[src/rtl/fetch_unit.sv]
// Instruction fetch stage: drives a single-outstanding req/gnt/rvalid memory port,
// buffers {pc, inst} pairs in a small FIFO for decode and restarts fetch on branch redirects.
module fetch_unit #(
  parameter logic [31:0] RESET_PC   = 32'h0000_0000,
  parameter int          FIFO_DEPTH = 2
) (
  input  logic        i_clk,
  input  logic        i_rst,
  input  logic        pc_update_control,
  input  logic [31:0] pc_update_val,
  output logic        imem_req,
  output logic [31:0] imem_addr,
  input  logic        imem_gnt,
  input  logic        imem_rvalid,
  input  logic [31:0] imem_rdata,
  output logic        if_valid,
  output logic [31:0] if_inst,
  output logic [31:0] if_pc,
  input  logic        id_ready
);

  localparam int PTR_W = (FIFO_DEPTH > 1) ? $clog2(FIFO_DEPTH) : 1;
  localparam logic [PTR_W:0] DEPTH_C = (PTR_W+1)'(FIFO_DEPTH);

  localparam logic [1:0] IDLE = 2'd0;
  localparam logic [1:0] REQ  = 2'd1;
  localparam logic [1:0] WAIT = 2'd2;
  localparam logic [1:0] DROP = 2'd3;

  logic [1:0]       state, state_nx;
  logic [31:0]      fetch_pc;
  logic [31:0]      issued_pc;
  logic [PTR_W-1:0] wr_ptr, rd_ptr;
  logic [PTR_W:0]   count, count_nx;
  logic [31:0]      pc_mem   [FIFO_DEPTH];
  logic [31:0]      inst_mem [FIFO_DEPTH];
  logic             redirect, granted, push, pop;
  logic             unused_tgt_bits;

  assign redirect = pc_update_control;
  assign granted  = (state == REQ) && imem_gnt;
  // A redirect flushes the FIFO, so any same-cycle push or pop is void.
  assign push     = (state == WAIT) && imem_rvalid && !redirect;
  assign pop      = if_valid && id_ready && !redirect;
  assign count_nx = count + (PTR_W+1)'(push) - (PTR_W+1)'(pop);

  always_comb begin
    state_nx = state;
    unique case (state)
      IDLE: if (redirect || (count < DEPTH_C)) state_nx = REQ;
      REQ:  if (imem_gnt) state_nx = redirect ? DROP : WAIT;
      WAIT: begin
        if (imem_rvalid)   state_nx = (redirect || (count_nx < DEPTH_C)) ? REQ : IDLE;
        else if (redirect) state_nx = DROP;
      end
      // The wrong-path response retires the outstanding request even if another redirect lands now.
      DROP: if (imem_rvalid) state_nx = REQ;
      default: state_nx = IDLE;
    endcase
  end

  always_ff @(posedge i_clk or negedge i_rst) begin
    if (!i_rst) begin
      state    <= IDLE;
      fetch_pc <= RESET_PC;
      wr_ptr   <= '0;
      rd_ptr   <= '0;
      count    <= '0;
    end else begin
      state <= state_nx;
      if (redirect)     fetch_pc <= {pc_update_val[31:2], 2'b00};
      else if (granted) fetch_pc <= fetch_pc + 32'd4;
      if (redirect) begin
        wr_ptr <= '0;
        rd_ptr <= '0;
        count  <= '0;
      end else begin
        if (push) wr_ptr <= wr_ptr + PTR_W'(1);
        if (pop)  rd_ptr <= rd_ptr + PTR_W'(1);
        count <= count_nx;
      end
    end
  end

  // Payload storage carries no reset; emptiness is tracked by count alone.
  always_ff @(posedge i_clk) begin
    if (granted) issued_pc <= fetch_pc;
    if (push) begin
      pc_mem[wr_ptr]   <= issued_pc;
      inst_mem[wr_ptr] <= imem_rdata;
    end
  end

  assign imem_req  = (state == REQ);
  assign imem_addr = fetch_pc;
  assign if_valid  = (count != '0);
  assign if_pc     = if_valid ? pc_mem[rd_ptr]   : 32'd0;
  assign if_inst   = if_valid ? inst_mem[rd_ptr] : 32'd0;

  assign unused_tgt_bits = ^pc_update_val[1:0];

endmodule

[config.mk]
export PLATFORM = sky130hd
export DESIGN_NAME = fetch_unit
export DESIGN_NICKNAME = d
export VERILOG_FILES = /design/src/rtl/fetch_unit.sv
export SDC_FILE = /design/constraint.sdc
export NUM_CORES = 1
export LEC_CHECK = 0
export CELL_PAD_IN_SITES_DETAIL_PLACEMENT = 0
export CELL_PAD_IN_SITES_GLOBAL_PLACEMENT = 2
export CORE_UTILIZATION = 37
export DETAILED_ROUTE_END_ITERATION = 7
export PLACE_DENSITY = 0.81
export SYNTH_ARGS = -nofsm -noshare
export SYNTH_HDL_FRONTEND = slang
export SYNTH_SLANG_ARGS = --single-unit
export TNS_END_PERCENT = 50
[constraint.sdc]
create_clock -name i_clk -period 6.9 [get_ports i_clk]
set_clock_uncertainty 0.05 [all_clocks]
set_input_delay 1.035 -clock i_clk [delete_from_list [all_inputs] [get_ports i_clk]]
set_output_delay 1.035 -clock i_clk [all_outputs]
set_load 0.02 [all_outputs]
==> impl_metrics.py <==
metrics = {
    "critical_path": {
        "reg2reg_from": "state[0]",
        "required_ns": 5.81,
        "path_buf_inv": 1,
        "cp-end-kind": "output port",
        "r2r-end": "inst_mem[0][18]",
        "reg2regPathDepth": 6,
        "crit_end": "if_pc[30]",
        "cpMaxStageDelayCell": "dfrtp_4",
        "crit_path_max_incr_delay_ns": 1.18,
        "rrSetupSlack_ns": 3.94,
        "crit_chain": "mux2i_1 > nor2_1 > clkdlybuf4s50_1",
        "crit_family": "flip-flops",
        "crit_type": "reg -> out",
        "cp-startpoint": "rd_ptr",
        "critPathLaunchType": "register",
        "worstPathMaxFanout": 63,
        "crit_cells": 3,
        "arrival_ns": 2.68,
    },
    "routing": {
        "drc": 0,
        "ant_nets": 0,
        "wl_per_cell_um": 16.12,
        "via_per_inst": 4.664,
        "via_count": 4501,
        "routed_wl_um": 15560,
        "drt_iter0_drc": 158,
        "firstDrtPassIters": 4,
    },
    "yosys": {
        "yosysUniqueCellTypes": 38,
        "synth_area_leaders": "edfxtp_1, dfrtp_1, mux2i_1, nor2_1, xor2_1",
        "synth_top_area_frac": 0.6049,
        "synth_warnings": 0,
        "syn_area_um2": 7645,
        "syn_inst": 520,
        "ys_ff_latch": 190,
        "seq_area_frac_synth": 0.7227,
        "syn_avg_cell_area_um2": 14.70,
        "synth.largest_area_cell": "edfxtp_1",
    },
    "sta": {
        "rsz0062_at_grt": "false",
        "layout_min_cycle_time_ns": 3.767,
        "fin_crit_sh": 0.5460,
        "setup_viol": 0,
        "hold_violations": 0,
        "whs_ns": 0.3991,
        "max-slew-margin-rel": 0.2225,
        "fmax_ghz": 0.2654,
        "drv_slew": 0,
        "worst_pin_slew_ns": 1.163,
        "layout_setup_ws_ns": 3.133,
        "fin_tns_setup_ns": 0,
    },
    "clock_tree": {
        "htreeDepth": 4,
        "path_clk_slew_ns": 0.07,
        "clock_latency_ns": 0.43,
        "ctsRootBufferMaster": "clkbuf_16",
        "clock_sinks": 190,
        "cts_resized": 0,
        "clockBufferDepth": 2,
        "ctsHoldBuffers": 0,
        "numCtsBuffers": 17,
        "post_cts_buffers": 0,
        "cts_tree": "done",
    },
    "pwr": {
        "leakage_nw": 3.440,
        "peakVddDrop_mv": 0.1806,
        "power_density_nw_per_um2": 282.6,
    },
    "placed_design": {
        "dpl_worst_slack_ns": 3.014,
        "dpl.hpwl_um": 10270,
        "port-buffer-count": 161,
        "place_inst": 933,
        "place.gp.congestion": 0.7538,
    },
    "grt": {
        "first_global_vias": 4645,
        "grt_pass1_wl_um": 24890,
        "grt_antenna_before_repair": 0,
        "gr-total-overflow": 0,
        "track_usage": 0.1526,
        "grt_max_degree": 70,
    },
    "worst_hold_path": {
        "hp-class": "reg -> reg",
        "hp-start": "issued_pc[6]",
    },
    "run_status": {
        "outcome": "finished clean",
    },
    "layout": {
        "nets": 759,
        "stdcell_count": 965,
        "antenna_cells": 0,
        "final_core_util": 0.5001,
        "area_growth_pct": 32.37,
        "drive_above_1_share": 0.07482,
    },
    "floorplan": {
        "core-area_um2": 20230,
        "rows": 52,
        "die_w_um": 145.7,
        "ios": 168,
        "die_y_um": 145.7,
        "die-area_um2": 21240,
        "start_util": 0.3778,
    },
    "flow_run": {
        "max_cap_viol_count": 0,
    },
}
[stage by stage]
stage	cell area, um^2	total power, mW
final	10120	2.860
after global placement	9528	1.916
after detailed placement	9528	1.933
after global routing	10120	2.975
after CTS	10120	2.893
after floorplan	7656	1.695
[where the power goes]
part           switching (mW)  leakage, nW  internal [mW]
Sequential             0.0783         1.84           1.36
Clock                   0.455        0.288          0.504
Combinational           0.250         1.31          0.213
[layer usage]
metal,track usage,part of all wire,vias to the layer above
met3,0.02978,0.039,15
li1,-,-,2191
met4,0.06263,0.016,0
met1,0.1950,0.45,2171
met2,0.2545,0.49,124
met5,0,0,-
[synth_stat cells (all sizes together)]
cell type and number:
clkbuf 12, or2 1, conb 1, nor2 74, mux2i 64, nor2b 3
and3 5, inv 8, mux2 2, xor2 23, nand3 11, and4 3
xnor2 9, a22oi 1, o21ai 29, dfrtp 36, a21oi 1, nor3 2
nand4 12, or4 1, nor4 1, buf 14, ha 7, a221oi 1
and2 2, edfxtp 154, nand2 42, o31ai 1
[worst min-delay path by stage]
| stage | to | slack (ns) | cells after the start |
|---|---|---|---|
| after floorplan | pc_mem[0][10] | 0.37 | 0 |
| after global placement | pc_mem[0][27] | 0.38 | 0 |
| after detailed placement | pc_mem[0][6] | 0.38 | 0 |
| after CTS | pc_mem[0][6] | 0.40 | 0 |
| after global routing | pc_mem[1][23] | 0.41 | 0 |
| final | pc_mem[0][6] | 0.40 | 0 |
[logic make-up after synthesis]
family	after synthesis	synth area share
AOI/OAI and AO/OA	33	0.02275
xor gates and xnor gates	32	0.03666
adders and majority gates	7	0.01146
buffers and inverters	34	0.02111
DFF	190	0.7227
muxes	66	0.08674
other	1	0.0004905
and+or+nand+nor	157	0.09804
[cell type report]
cell class / instances / area, um^2
Fill cell: 1755 / 10110
Sequential cell: 190 / 5529
Multi-Input combinational cell: 299 / 1992
Timing Repair Buffer: 166 / 1639
Clock buffer: 18 / 450.4
Tap cell: 270 / 337.8
Clock inverter: 14 / 141.4
Inverter: 8 / 30.03
[cell usage in the layout (no fill, tap or decap), types with 18 or more instances in the layout]
master,instances
clkdlybuf4s50_1,159
edfxtp_1,154
nor2_1,70
mux2i_1,64
nand2_1,42
dfrtp_1,35
xor2_1,23
o21ai_0,19
clkbuf_16,18
[state kept, by name, indices dropped and copies added, names as in the netlist]
name	count
inst_mem	64
pc_mem	60
imem_addr	30
issued_pc	30
count	2
state	2
rd_ptr	1
wr_ptr	1
(Power assumes the default switching activity.)
